--- src/rtl/regfile_sb.sv ---
`default_nettype none
// ============================================================================
//  Module      : regfile_sb
//  Description : Register file with per-register busy scoreboard, optional
//                hardwired zero register and same-cycle write forwarding.
//  Revision    : 1.0 - initial release
// ============================================================================
module regfile_sb #(
  parameter int XLEN     = 32,
  parameter int NREGS    = 32,
  parameter int ZERO_REG = 1,
  parameter int BYPASS   = 1
) (
  input  logic                       clk,
  input  logic                       rst,
  input  logic                       write_regf_en,
  input  logic [$clog2(NREGS)-1:0]   addr_rd,
  input  logic [XLEN-1:0]            rd_value,
  input  logic [$clog2(NREGS)-1:0]   addr_rs1,
  input  logic [$clog2(NREGS)-1:0]   addr_rs2,
  output logic [XLEN-1:0]            rs1_value,
  output logic [XLEN-1:0]            rs2_value,
  output logic                       rs1_busy,
  output logic                       rs2_busy,
  input  logic                       alloc_en,
  input  logic [$clog2(NREGS)-1:0]   alloc_addr,
  output logic                       alloc_ok,
  input  logic [$clog2(NREGS)-1:0]   dbg_addr,
  output logic [XLEN-1:0]            dbg_value,
  output logic [$clog2(NREGS):0]     busy_cnt
);

  localparam int c_aw = $clog2(NREGS);

  logic [XLEN-1:0] r_regs [NREGS];
  logic            r_busy [NREGS];
  logic [c_aw:0]   r_busy_cnt;

  logic            w_rd_zero;
  logic            w_wr;
  logic            w_alloc_zero;
  logic            w_alloc_ok;
  logic            w_set;
  logic            w_inc;
  logic            w_dec;
  logic [c_aw-1:0] w_rs_addr  [2];
  logic [XLEN-1:0] w_rs_value [2];
  logic            w_rs_busy  [2];

  assign w_rd_zero    = (ZERO_REG != 0) && (addr_rd == '0);
  assign w_wr         = write_regf_en && !w_rd_zero;
  assign w_alloc_zero = (ZERO_REG != 0) && (alloc_addr == '0);

  // A busy target is still accepted when its pending write lands this cycle.
  assign w_alloc_ok = alloc_en && !rst &&
                      (!r_busy[alloc_addr] ||
                       (w_wr && (addr_rd == alloc_addr)) ||
                       w_alloc_zero);
  assign w_set      = w_alloc_ok && !w_alloc_zero;

  // Count moves only on real 0->1 and 1->0 transitions; set beats clear.
  assign w_inc = w_set && !r_busy[alloc_addr];
  assign w_dec = w_wr && r_busy[addr_rd] && !(w_set && (alloc_addr == addr_rd));

  generate
    for (genvar i = 0; i < NREGS; i++) begin : g_reg
      localparam logic [c_aw-1:0] c_idx = c_aw'(i);

      always_ff @(posedge clk) begin
        if (rst) begin
          r_regs[i] <= '0;
        end else if (w_wr && (addr_rd == c_idx)) begin
          r_regs[i] <= rd_value;
        end
      end

      always_ff @(posedge clk) begin
        if (rst) begin
          r_busy[i] <= 1'b0;
        end else if (w_set && (alloc_addr == c_idx)) begin
          r_busy[i] <= 1'b1;
        end else if (w_wr && (addr_rd == c_idx)) begin
          r_busy[i] <= 1'b0;
        end
      end
    end
  endgenerate

  always_ff @(posedge clk) begin
    if (rst) begin
      r_busy_cnt <= '0;
    end else begin
      r_busy_cnt <= r_busy_cnt + {{c_aw{1'b0}}, w_inc} - {{c_aw{1'b0}}, w_dec};
    end
  end

  assign w_rs_addr[0] = addr_rs1;
  assign w_rs_addr[1] = addr_rs2;

  generate
    for (genvar p = 0; p < 2; p++) begin : g_port
      always_comb begin
        w_rs_value[p] = r_regs[w_rs_addr[p]];
        w_rs_busy[p]  = r_busy[w_rs_addr[p]];
        if ((ZERO_REG != 0) && (w_rs_addr[p] == '0)) begin
          w_rs_value[p] = '0;
          w_rs_busy[p]  = 1'b0;
        end
        if ((BYPASS != 0) && w_wr && (addr_rd == w_rs_addr[p])) begin
          w_rs_value[p] = rd_value;
          w_rs_busy[p]  = 1'b0;
        end
      end
    end
  endgenerate

  assign rs1_value = w_rs_value[0];
  assign rs2_value = w_rs_value[1];
  assign rs1_busy  = w_rs_busy[0];
  assign rs2_busy  = w_rs_busy[1];
  assign alloc_ok  = w_alloc_ok;
  assign busy_cnt  = r_busy_cnt;
  assign dbg_value = ((ZERO_REG != 0) && (dbg_addr == '0)) ? '0 : r_regs[dbg_addr];

endmodule
`default_nettype wire

--- config.mk ---
export PLATFORM = sky130hd
export DESIGN_NAME = regfile_sb
export DESIGN_NICKNAME = d
export VERILOG_FILES = /design/src/rtl/regfile_sb.sv
export SDC_FILE = /design/constraint.sdc
export NUM_CORES = 2
export LEC_CHECK = 0
export CAP_MARGIN = 15
export CORE_ASPECT_RATIO = 1.75
export CORE_MARGIN = 5
export CORE_UTILIZATION = 55
export CTS_CLUSTER_DIAMETER = 200
export DETAILED_ROUTE_END_ITERATION = 16
export GPL_ROUTABILITY_DRIVEN = 0
export PLACE_DENSITY = 0.72
export SLEW_MARGIN = 20
export SYNTH_ARGS = -nofsm -noshare
export SYNTH_HDL_FRONTEND = slang
export SYNTH_SLANG_ARGS = --single-unit
--- constraint.sdc ---
create_clock -name clk -period 4.6 [get_ports clk]
set_input_delay 0.92 -clock clk [delete_from_list [all_inputs] [get_ports clk]]
set_output_delay 0.92 -clock clk [all_outputs]
set_load 0.02 [all_outputs]
# Word-level counts from Yosys, hierarchy flattened
# Memories as Yosys holds them, arrays and structs flattened.
# Cells that the tools add are included.
[op_classes] addsub=2 n_eq_ne=66 n_mux=395 bitwise=96 n_reduce_logical=87
[ops] op="32-bit two-way mux" count=37
[ops] op="1-bit two-way mux" count=358
[ops] op="5-bit equality test (second input constant)" count=32
[ops] op="1-bit OR" count=96
[ops] op="5-bit by 4-bit equality test with 1-bit output (second input constant)" count=16
[ops] op="1-bit logical AND" count=75
[ops] op="5-bit by 3-bit equality test with 1-bit output (second input constant)" count=8
[ops] op="5-bit zero test" count=5
[ops] op="5-bit by 2-bit equality test with 1-bit output (second input constant)" count=4
[ops] op="5-bit equality test" count=4
[ops] op="5-bit by 1-bit equality test with 1-bit output (second input constant)" count=2
[ops] op="6-bit by 1-bit adder with 6-bit output" count=1
[ops] op="6-bit by 1-bit subtractor with 6-bit output" count=1
[ops] op="1-bit zero test" count=5
[ops] op="1-bit logical OR" count=2
[totals] ff_bits=6 ramBits=1056 in_bits=61 out_inout_bits=105 wordCells=649 n_memories=2
[mem_list] memory="r_regs" words=32 word_bits=32 read_ports=3 rd_ports_with_merged_regs=0 wr=32 line_no="35" rtl="logic [XLEN-1:0] r_regs [NREGS];"
[mem_list] memory="r_busy" words=32 word_bits=1 read_ports=4 rd_ports_with_merged_regs=0 wr=32 line_no="36" rtl="logic r_busy [NREGS];"

# Depth between registers and ports, before layout
[logic_depth] word_depth=14 mapped_depth=16 depth_no_buf=14

# Worst setup path after synthesis
# OpenSTA, ideal clock, no wires.
[synth_timing] path_kind="input -> register" from="input port alloc_addr[3]" to="register r_busy_cnt[5] (netlist: busy_cnt[5])" arrival_time_ns=3.992 required_time_ns=4.479 path_slack_ns=0.487 stages=14 n_path_buf=2 cell_sequence="clkbuf_1 > clkbuf_1 > mux4_2 > o211ai_1 > a211oi_4 > or3_1 > ha_1 > inv_1 > ha_1 > a21o_1 > a21oi_1 > o21bai_1 > a21oi_1 > mux2_2"
[synth_between] elab_chain_len=10 elab_cells_between_ends=17 classes_between="add/sub (2); eq/ne (2); reduce/logical (12); memory (1)"
[synth_lines] element="from (decl)" line_no="26" rtl="input logic [$clog2(NREGS)-1:0] alloc_addr,"
[synth_lines] element="parallel branches: the longest is 9 deep, another holds 6-bit by 1-bit adder with 6-bit output"
[synth_lines] element="6-bit by 1-bit subtractor with 6-bit output (*)" line_no="93" rtl="r_busy_cnt <= r_busy_cnt + {{c_aw{1'b0}}, w_inc} - {{c_aw{1'b0}}, w_dec};"
[synth_lines] element="to (signal assigned)" line_no="93"
[synth_lines] element="to (decl)" line_no="37" rtl="logic [c_aw:0] r_busy_cnt;"
# Every way passes the cells marked *.
# A chain may end at the register's enable or synchronous reset.

# Final worst setup path
[layout_timing] from="input port addr_rd[3]" to="output port rs2_value[0]"
[layout_between] elab_chain_len=5 elab_cells_between_ends=6 classes_between="eq/ne (1); mux (1); reduce/logical (4)"
[layout_lines] element="from (decl)" line_no="17" rtl="input logic [$clog2(NREGS)-1:0] addr_rd,"
[layout_lines] element="5-bit zero test" line_no="50" rtl="assign w_rd_zero = (ZERO_REG != 0) && (addr_rd == '0);"
[layout_lines] element="1-bit zero test" line_no="51" rtl="assign w_wr = write_regf_en && !w_rd_zero;"
[layout_lines] element="1-bit logical AND" line_no="51"
[layout_lines] element="1-bit logical AND (*)" line_no="109" rtl="if ((BYPASS != 0) && w_wr && (addr_rd == w_rs_addr[p])) begin"
[layout_lines] element="32-bit two-way mux (*)" line_no="109"
[layout_lines] element="to (decl)" line_no="22" rtl="output logic [XLEN-1:0] rs2_value,"
# Mark *: on every way between the ends. The rest lies on a longest branch, timed or not.

==> metrics <==
first-pass GRT wire length 357.0 mm; Die Ht 469.2 µm; post-route ant nets 0; Hold Path Depth 2; CTS tree built; drt first pass iters 8; minimum period implied by the final worst setup slack 4559 ps; Slew Limit Fails 0; initial antenna violation count 27; initial DRC count 8,311; cell count after synthesis 4,454; Avg Cell Area, Syn 14.88 µm²; met2 GRT Util 0.6077; share of cells above drive strength 1 0.3361; Synth cell types 59; start point of the worst hold path busy_cnt[0]; Power Density 330.9 nW/µm²; static leakage 26.71 nW; largest net degree at the start of global routing 54; fin cells 6,305; Most used DFF post-synth edfxtp_1; reg2reg path depth 13; wire per inst 40.68 µm; Worst Setup End Kind output pin; Startpoint Class primary input; arrival time worst endpoint 3640 ps; flops & latches, synth 1,062; Crit Path Category in -> out; Nets 4,739; warnings from Yosys 0; DP HPWL 162.2 mm; Area Overhead vs Synth 15.25%; Final TNS setup 0 ps; met1 Use GR 0.4643; routed vias/inst 7.681; crit path max fanout 4; via count 48,430; Peak VDD IR 0.2793 mV; worst hold path class reg -> reg; die area 127,800 µm²; final setup fails 0; Inst Count DP 6,093; Netlist Area Pre-Place 66,270 µm²; Critical R2R Launch r_busy[14]; root cell of the clock tree clkbuf_16; maximum clock frequency 0.2193 GHz; vias in the first global route 48,700; post-synthesis sequential area ratio 0.4803; Clock Path Buffers 3; Reg2Reg Setup Slack 1030 ps; Die X 272.4 µm; CP Data Required Time 3680 ps; most frequent cells in the layout edfxtp_1, and2_1, mux4_2, buf_4, mux2i_1; number of CTS-inserted buffers 99; total track usage 0.3958; hold_buf cts 0; total gr overflow 0; Fin. Hold Viols 0; EDFF count, synth 1,056; H-Tree Depth 3; most common cell after layout, fill and taps aside edfxtp_1; CTS clk-pin slew, worst paths 60 ps; IO Pins 166; Initial Utilization 0.5531; total wire length 256.5 mm; Tcrit/Tclk final 0.9911; unrepaired setup endpoints after global routing false; status complete, no violations; Cell Rows 168; number of port buffers 165; Worst slew margin 0.3020; Hold EP busy_cnt[0]; Post-route DRC 0; Clock Skew 19.41 ps; slew at the pin closest to its max-slew limit 1046 ps; met3 usage in global routing 0.1289; most used routing layer met2; Clk Latency, worst-skew pair 730 ps; FF-to-FF End busy_cnt[4]; Core ar. 119,800 µm²; asr flop ratio synth 0; clock sinks 1,062; MaxCap Viol Count 0
[synthesized netlist by cell type, types with 4 or more instances]
master	count	area share
and2_1	1013	0.096
buf_4	10	0.0011
nand2_1	119	0.0067
a211oi_1	39	0.0044
a21oi_1	48	0.0036
buf_6	5	0.00085
a21o_1	33	0.0037
buf_1	38	0.0022
o21ai_0	33	0.0025
mux2_2	39	0.0066
dfxtp_1	6	0.0018
edfxtp_1	1056	0.48
a22oi_1	121	0.014
or3_1	8	0.00076
a32o_1	11	0.0017
mux4_2	816	0.28
nor2_1	56	0.0032
xnor2_1	14	0.0019
buf_2	108	0.0082
o21bai_1	32	0.0036
xor2_1	5	0.00066
clkbuf_1	363	0.021
o41ai_2	29	0.0071
a221oi_1	65	0.0086
inv_1	43	0.0024
o22ai_1	31	0.0029
nand3_1	18	0.0014
nor4_1	4	0.00038
a211o_1	20	0.0026
mux2i_1	148	0.022
nor3_1	40	0.0030
ha_1	6	0.0011
nand2b_1	8	0.00076
nor2b_1	21	0.0020
nand3b_1	12	0.0014
[through the flow]
step / setup slack [ps] / area, µm² / hold slack, ps / util / total power (W)
final: 40.97 / 76380 / 621.3 / 0.6375 / 0.02528
after global routing: 0.5695 / 76330 / 667.1 / 0.6371 / 0.02583
after CTS: 0.02043 / 76250 / 628.7 / 0.6364 / 0.02512
after detailed placement: -252.6 / 72940 / 603.7 / 0.6088 / 0.01672
after global placement: -172.9 / 72940 / 621.4 / 0.6088 / 0.01662
after floorplan: 487.0 / 66390 / 714.4 / - / 0.01459
[where the power goes]
part	internal, W	total, W	leakage, nW	switching (W)
Sequential	0.0112	0.0117	10.2	0.000438
Clock	0.00474	0.00863	1.60	0.00389
Combinational	0.00232	0.00500	15.0	0.00268
Total	0.0183	0.0253	26.7	0.00700
[layout make-up]
type	instances	area, µm²
repair buffers	608	6511
diodes	23	57.56
multi-input cells	2856	32630
well taps	1530	1914
inverters	44	166.4
clock inverters	67	715.7
clock buffers	115	2559
flip-flops and latches	1062	31830
fillers	8575	43430
[routing by layer]
metal	routed length, µm	part of all wire
met1	75640	0.29
met4	24400	0.095
met2	118100	0.46
met5	36	0.00014
met3	38320	0.15
[logic make-up after synthesis]
logic type,after synthesis,synth area share
fa+ha+maj,7,0.001435
flops,1062,0.4803
mux,1003,0.3063
other cells,1,0.00005658
simple gates,1317,0.1173
compound gates,477,0.05677
buf+inv,568,0.03534
xor+xnor,19,0.002511
[how the worst max path moves through the flow]
stage | slack (ps) | start | endpoint
final | 40 | addr_rd[3] | rs2_value[0]
after global routing | 0.6 | addr_rd[2] | rs2_value[7]
after CTS | 0.02 | addr_rd[1] | rs2_value[24]
after detailed placement | -250 | addr_rd[3] | rs2_value[7]
after global placement | -170 | addr_rd[2] | rs2_value[6]
after floorplan | 490 | alloc_addr[3] | busy_cnt[5]
[registers in the layout, summed over array words and instances, names as in the netlist]
name	count
busy_cnt	6
r_busy	32
r_regs	1024
[critical path, cell delays in order]
cell             delay [ps]
clkdlybuf4s50_1         490
or2_1                   290
o31ai_4                 250
nor4_4                  140
or2_4                   350
buf_12                  160
o41ai_2                 660
buf_4                   230
buf_4                   130
[timing repair]
item,4_1_cts,5_1_grt
setup endpoints to repair,47,26
cloned,1,0
pin swaps,2,1
resized for setup,33,24
setup buffers,4,2
Power figures use the tool's default switching activity.
